==> config.mk <==
export PLATFORM = sky130hd
export DESIGN_NAME = ex_hazard_ctrl
export DESIGN_NICKNAME = d
export VERILOG_FILES = /design/src/rtl/ex_ctrl_pkg.sv /design/src/rtl/fwd_match.sv /design/src/rtl/ex_hazard_ctrl.sv
export SDC_FILE = /design/constraint.sdc
export NUM_CORES = 1
export LEC_CHECK = 0
export BUFFER_PORTS_ARGS = -buffer_cell sky130_fd_sc_hd__buf_2
export CAP_MARGIN = 0
export CORE_ASPECT_RATIO = 0.8
export CORE_MARGIN = 2
export CORE_UTILIZATION = 45
export CTS_CLUSTER_SIZE = 16
export DETAILED_ROUTE_END_ITERATION = 8
export GPL_ROUTABILITY_DRIVEN = 0
export PLACE_DENSITY = 0.76
export SLEW_MARGIN = 40
export SYNTH_ARGS = -nofsm -noshare
export SYNTH_HDL_FRONTEND = slang
export SYNTH_SLANG_ARGS = --single-unit
==> constraint.sdc <==
create_clock -name clk -period 3.3 [get_ports clk]
set_clock_uncertainty 0.05 [all_clocks]
set_input_delay 0.165 -clock clk [delete_from_list [all_inputs] [get_ports clk]]
set_output_delay 0.165 -clock clk [all_outputs]
set_load 0.05 [all_outputs]
==> src/rtl/ex_ctrl_pkg.sv <==
// Shared types for the EX-stage hazard controller: forwarding selects,
// controller states and the per-slot control record.
package ex_ctrl_pkg;

    typedef enum logic [1:0] {
        FWD_REG = 2'b00,
        FWD_WB  = 2'b01,
        FWD_MEM = 2'b10
    } fwd_sel_e;

    typedef enum logic [1:0] {
        ST_RUN        = 2'b00,
        ST_LOAD_STALL = 2'b01,
        ST_MULTI_BUSY = 2'b10
    } state_e;

    typedef struct packed {
        logic valid;
        logic reg_write;
        logic mem_read;
    } slot_ctl_t;

    localparam int BUSY_CNT_W = 4;

    // Control bits are forced low for a bubble so no stale write/load leaks downstream.
    function automatic slot_ctl_t slot_from_id(input logic v, input logic rw, input logic mr);
        slot_ctl_t s;
        s.valid     = v;
        s.reg_write = v & rw;
        s.mem_read  = v & mr;
        return s;
    endfunction

endpackage

==> src/rtl/fwd_match.sv <==
// Forwarding source for one operand: compares a source register against the
// producers that will sit in MEM and WB during the consumer's EX cycle.
module fwd_match
    import ex_ctrl_pkg::*;
#(
    parameter int REG_ADDR_W = 5
) (
    input  logic [REG_ADDR_W-1:0] i_rs,
    input  logic                  i_mem_valid,
    input  logic                  i_mem_wr,
    input  logic [REG_ADDR_W-1:0] i_mem_rd,
    input  logic                  i_wb_valid,
    input  logic                  i_wb_wr,
    input  logic [REG_ADDR_W-1:0] i_wb_rd,
    output fwd_sel_e              o_sel
);

    logic w_mem_hit;
    logic w_wb_hit;

    assign w_mem_hit = i_mem_valid && i_mem_wr && (i_mem_rd != '0) && (i_mem_rd == i_rs);
    assign w_wb_hit  = i_wb_valid && i_wb_wr && (i_wb_rd != '0) && (i_wb_rd == i_rs);

    // The younger producer (MEM) holds the most recent value of the register.
    assign o_sel = w_mem_hit ? FWD_MEM : (w_wb_hit ? FWD_WB : FWD_REG);

endmodule

==> src/rtl/ex_hazard_ctrl.sv <==
// EX-stage sequencing controller: registered forwarding selects, load-use stall,
// taken-branch flush and multi-cycle busy. Define EX_HAZARD_PERF_EN for stall/flush counters.
module ex_hazard_ctrl
    import ex_ctrl_pkg::*;
#(
    parameter int REG_ADDR_W = 5,
    parameter int MULTI_LAT  = 4
) (
    input  logic                  clk,
    input  logic                  rst,
    input  logic                  id_valid,
    input  logic [REG_ADDR_W-1:0] id_rs1,
    input  logic [REG_ADDR_W-1:0] id_rs2,
    input  logic [REG_ADDR_W-1:0] id_rd,
    input  logic                  id_reg_write,
    input  logic                  id_mem_read,
    input  logic                  id_multi,
    input  logic                  ex_branch_taken,
    output logic [1:0]            fwd_a,
    output logic [1:0]            fwd_b,
    output logic                  stall_if_id,
    output logic                  bubble_ex,
    output logic                  flush,
    output logic                  ex_busy,
    output logic [15:0]           stall_count,
    output logic [15:0]           flush_count,
    output state_e                dbg_state,
    output slot_ctl_t             dbg_ex,
    output slot_ctl_t             dbg_mem,
    output slot_ctl_t             dbg_wb,
    output logic [REG_ADDR_W-1:0] dbg_wb_rd
);

    state_e                r_state;
    logic [BUSY_CNT_W-1:0] r_busy_cnt;
    slot_ctl_t             r_ex_ctl, r_mem_ctl, r_wb_ctl;
    logic [REG_ADDR_W-1:0] r_ex_rd, r_mem_rd, r_wb_rd;
    fwd_sel_e              r_fwd_a, r_fwd_b;
    fwd_sel_e              w_sel_a, w_sel_b;

    logic w_run, w_busy, w_flush, w_load_use, w_advance, w_enter_multi;

    assign w_run   = (r_state == ST_RUN);
    assign w_busy  = (r_state == ST_MULTI_BUSY);
    assign w_flush = w_run && r_ex_ctl.valid && ex_branch_taken;

    // A flush squashes the ID instruction, so it cannot also be stalled on.
    assign w_load_use = w_run && !w_flush && id_valid && r_ex_ctl.valid && r_ex_ctl.mem_read
                        && (r_ex_rd != '0) && ((r_ex_rd == id_rs1) || (r_ex_rd == id_rs2));

    assign w_advance     = !w_busy && !w_load_use && !w_flush;
    assign w_enter_multi = id_valid && id_multi && (MULTI_LAT > 1);

    // Current EX/MEM slots become MEM/WB by the time the ID instruction executes.
    fwd_match #(.REG_ADDR_W(REG_ADDR_W)) u_fwd_a (
        .i_rs       (id_rs1),
        .i_mem_valid(r_ex_ctl.valid),
        .i_mem_wr   (r_ex_ctl.reg_write),
        .i_mem_rd   (r_ex_rd),
        .i_wb_valid (r_mem_ctl.valid),
        .i_wb_wr    (r_mem_ctl.reg_write),
        .i_wb_rd    (r_mem_rd),
        .o_sel      (w_sel_a)
    );

    fwd_match #(.REG_ADDR_W(REG_ADDR_W)) u_fwd_b (
        .i_rs       (id_rs2),
        .i_mem_valid(r_ex_ctl.valid),
        .i_mem_wr   (r_ex_ctl.reg_write),
        .i_mem_rd   (r_ex_rd),
        .i_wb_valid (r_mem_ctl.valid),
        .i_wb_wr    (r_mem_ctl.reg_write),
        .i_wb_rd    (r_mem_rd),
        .o_sel      (w_sel_b)
    );

    always_ff @(posedge clk) begin
        if (rst) begin
            r_state    <= ST_RUN;
            r_busy_cnt <= '0;
            r_ex_ctl   <= '0;
            r_mem_ctl  <= '0;
            r_wb_ctl   <= '0;
            r_ex_rd    <= '0;
            r_mem_rd   <= '0;
            r_wb_rd    <= '0;
            r_fwd_a    <= FWD_REG;
            r_fwd_b    <= FWD_REG;
        end else if (w_busy) begin
            // EX holds the multi-cycle op; MEM takes bubbles while WB drains.
            r_mem_ctl  <= '0;
            r_wb_ctl   <= r_mem_ctl;
            r_wb_rd    <= r_mem_rd;
            r_busy_cnt <= r_busy_cnt - BUSY_CNT_W'(1);
            if (r_busy_cnt == BUSY_CNT_W'(1)) begin
                r_state <= ST_RUN;
            end
        end else begin
            r_wb_ctl  <= r_mem_ctl;
            r_wb_rd   <= r_mem_rd;
            r_mem_ctl <= r_ex_ctl;
            r_mem_rd  <= r_ex_rd;
            if (w_advance) begin
                r_ex_ctl <= slot_from_id(id_valid, id_reg_write, id_mem_read);
                r_ex_rd  <= id_rd;
                r_fwd_a  <= w_sel_a;
                r_fwd_b  <= w_sel_b;
                if (w_enter_multi) begin
                    r_state    <= ST_MULTI_BUSY;
                    r_busy_cnt <= BUSY_CNT_W'(MULTI_LAT - 1);
                end else begin
                    r_state <= ST_RUN;
                end
            end else begin
                r_ex_ctl <= '0;
                r_state  <= w_load_use ? ST_LOAD_STALL : ST_RUN;
            end
        end
    end

    assign fwd_a       = r_fwd_a;
    assign fwd_b       = r_fwd_b;
    assign stall_if_id = w_busy || w_load_use;
    assign bubble_ex   = w_load_use;
    assign flush       = w_flush;
    assign ex_busy     = w_busy;
    assign dbg_state   = r_state;
    assign dbg_ex      = r_ex_ctl;
    assign dbg_mem     = r_mem_ctl;
    assign dbg_wb      = r_wb_ctl;
    assign dbg_wb_rd   = r_wb_rd;

`ifdef EX_HAZARD_PERF_EN
    logic [15:0] r_stall_cnt;
    logic [15:0] r_flush_cnt;

    always_ff @(posedge clk) begin
        if (rst) begin
            r_stall_cnt <= '0;
            r_flush_cnt <= '0;
        end else begin
            if (stall_if_id && (r_stall_cnt != 16'hFFFF)) begin
                r_stall_cnt <= r_stall_cnt + 16'd1;
            end
            if (w_flush && (r_flush_cnt != 16'hFFFF)) begin
                r_flush_cnt <= r_flush_cnt + 16'd1;
            end
        end
    end

    assign stall_count = r_stall_cnt;
    assign flush_count = r_flush_cnt;
`else
    assign stall_count = 16'd0;
    assign flush_count = 16'd0;
`endif

endmodule

==> flow_summary.yaml <==
run_status:
  outcome: "completed"
synthesis:
  syn-cell-area_um2: 1842
  synthesis.instances: 194
  synth_seq_area_share: 0.3696
  synth_seq_cells: 34
  ys_warn_count: 0
  synth.distinct_cells: 37
  synth_area_per_cell_um2: 9.494
power:
  power_density_nw_per_um2: 504.9
  power_mw: 1.040
  irDropWorstVdd_v: 0.0002019
  p_leak_nw: 0.9984
floorplanning:
  core_um2: 3854
  die_y_um: 61.22
  initial_core_util: 0.4779
  die_w_um: 75.53
  ios: 78
  dieArea_um2: 4624
  fp-row-count: 20
clocking:
  clk_pin_slew_worst_paths_ns: 0.06
  cts_sinks: 34
  cts_resized: 0
  cts-root-buf: "clkbuf_8"
  cts_max_path_buffers: 2
  cts_tree: "built"
  ctsHoldBuffers: 0
  clock_latency_ns: 0.28
  cts_setup_buffers: 0
  numCtsBuffers: 5
  h-tree-depth: 2
min_path:
  hold_class: "input port to register"
  holdPathStages: 3
  min_to: "r_ex_rd[4]$_SDFFE_PP0P_"
  min_from: "id_rd[4]"
critical_path:
  cp-end-kind: "output pin"
  crit_path_top_delay_cell: "a2111oi_4"
  path_max_fanout: 9
  worstSetupPathType: "register to output pin"
  crit_start: "r_ex_rd[2]$_SDFFE_PP0P_"
  rrSetupSlack_ns: 1.03
  path_depth: 6
  r2r-end: "fwd_a[1]$_SDFFE_PP0P_"
  crit_path_start_kind: "register"
  cp_num_buf_inv: 1
  critPathTopFamily: "simple AND/OR/NAND/NOR gates"
  cp_data_arrival_time_ns: 2.26
  crit_path_max_incr_delay_ns: 0.58
  r2r_cells: 5
  required_ns: 3.08
  worstPathCellList: "xor2_1 > nor3_1 > nand3_1 > a2111oi_4 > or2_2 > buf_2"
  timing.rr.start: "r_ex_rd[4]$_SDFFE_PP0P_"
route:
  vias: 1312
  drtAntennaViolNets: 0
  finalWirelength_mm: 3.490
  drc: 0
  drtPass1Iterations: 5
  post_drt_via_cell_ratio: 4.478
  wl_per_cell_um: 11.91
  first_iter_violations: 64
global_route:
  antenna_found_initial: 0
  grt_max_degree: 36
  grt_pass1_vias: 1168
  grtUsageTotal: 0.1599
  grt_pass1_wl_mm: 5.257
  grt-ovfl-total: 0
timing:
  slew_violations: 0
  hold_violations: 0
  layout_min_cycle_time_ns: 2.474
  worstMarginPinSlew_ns: 0.5884
  fin_crit_sh: 0.7497
  rsz0062_at_grt: "no"
  max_freq_mhz: 404.2
  setup_viol: 0
  relSlewSlack: 0.6065
  tns_ns: 0
place:
  portBuffers: 45
  dp.cells: 285
  dp.final_hpwl_mm: 2.663
cells_and_area:
  drive_gt1_frac: 0.2563
  syn_to_final_growth_pct: 11.89
  fin_util: 0.5347
  fill_cells: 385
  nets: 261
  antennaDiodeCount: 0
  fin_cells: 293
run:
  maxCapViolations: 0
-- layer usage --
metal,track usage,vias up,share of wire
met5,0,-,0
met4,0.09273,0,0.020
met3,0.05401,6,0.065
met2,0.2621,42,0.48
met1,0.1836,597,0.43
li1,-,667,-
-- Yosys cell counts, drive strengths merged --
master / number / area [um^2]
a2111oi: 1 / 27.53
a211oi: 2 / 15.01
a21oi: 2 / 10.01
a221oi: 1 / 8.760
a2bb2oi: 3 / 26.28
and2: 4 / 25.02
buf: 37 / 281.5
clkbuf: 4 / 15.01
clkinv: 1 / 3.750
conb: 1 / 3.750
dfxtp: 34 / 680.7
ha: 2 / 25.02
inv: 4 / 15.01
mux2: 2 / 30.03
mux2i: 7 / 70.07
nand2: 3 / 11.26
nand2b: 13 / 81.33
nand3: 8 / 45.04
nor2: 6 / 22.52
nor2b: 10 / 62.56
nor3: 10 / 60.06
nor4: 1 / 6.260
nor4b: 1 / 8.760
nor4bb: 1 / 10.01
o211ai: 2 / 15.01
o21ai: 1 / 5.000
o22a: 5 / 43.79
o31ai: 1 / 7.510
or2: 3 / 18.77
or3: 1 / 6.260
or4: 1 / 7.510
xnor2: 11 / 96.34
xor2: 11 / 96.34
-- cell type report --
class,count,area [um^2],share of cell area
Clock buffer,7,86.33,0.04189
Sequential cell,34,680.7,0.3303
Multi-Input combinational cell,145,968.4,0.4699
Clock inverter,1,5.005,0.002429
Timing Repair Buffer,46,232.7,0.1129
Tap cell,55,68.82,0.03339
Inverter,5,18.77,0.009107
-- where the power goes --
part / leakage (nW) / switching, mW / internal [mW]
combinational: 0.672 / 0.191 / 0.0754
clock: 0.0482 / 0.142 / 0.168
sequential: 0.278 / 0.0265 / 0.437
total: 0.998 / 0.360 / 0.680
-- state kept, by name, indices dropped and copies added, names as in the netlist --
| name | count |
|---|---|
| fwd_a | 2 |
| dbg_ex | 3 |
| dbg_wb | 3 |
| dbg_wb_rd | 5 |
| fwd_b | 2 |
| dbg_state | 2 |
| r_mem_rd | 5 |
| r_busy_cnt | 4 |
| dbg_mem | 3 |
| r_ex_rd | 5 |
-- cell usage in the layout (no fill, tap or decap), types with 7 or more instances in the layout --
cell      netlist  layout
nor3_1          8       8
conb_1          1      32
nand3_1         7       7
mux2i_1         7       7
xnor2_1        11      11
nor2b_1        10      10
nand2b_1       13      13
dfxtp_1        34      34
xor2_1         11      11
buf_2           0      45
-- worst register-to-register path, delay by kind of cell, from the launching register on --
family           cells  cell delay, ns
AO/OA/AOI/OAI        2            0.37
flip-flops           1            0.36
multiplexers         1            0.34
AND/OR/NAND/NOR      2            1.04
-- cell families (layout without fill, tap and decap cells) --
| logic type | after synthesis | count (layout) | synth area share |
|---|---|---|---|
| buffers and inverters | 46 | 59 | 0.1712 |
| adder cells (fa/ha/maj) | 2 | 2 | 0.01358 |
| XOR/XNOR | 22 | 22 | 0.1046 |
| multiplexers | 9 | 9 | 0.05435 |
| flip-flops | 34 | 34 | 0.3696 |
| AO/OA/AOI/OAI | 18 | 18 | 0.08628 |
| AND/OR/NAND/NOR | 62 | 62 | 0.1984 |
| other | 1 | 32 | 0.002036 |
-- worst max path at each step --
stage                             to  slack [ns]
2_1_floorplan  fwd_a[1]$_SDFFE_PP0P_        0.84
4_1_cts                  stall_if_id        0.81
3_3_place_gp   fwd_a[1]$_SDFFE_PP0P_        0.83
3_5_place_dp   fwd_a[1]$_SDFFE_PP0P_        1.04
5_1_grt                  stall_if_id        0.63
6_report                 stall_if_id        0.83
-- metrics by stage --
stage	hold WS [ns]	cell area [um^2]	setup WS, ns
after floorplan	0.1981	1958	0.8372
after global placement	0.3922	1963	0.8336
after detailed placement	0.3994	1969	1.042
after CTS	0.09707	2061	0.8101
after global routing	0.1028	2061	0.6314
final	0.09380	2061	0.8260
Note: power is estimated with default switching activity, not from simulation.
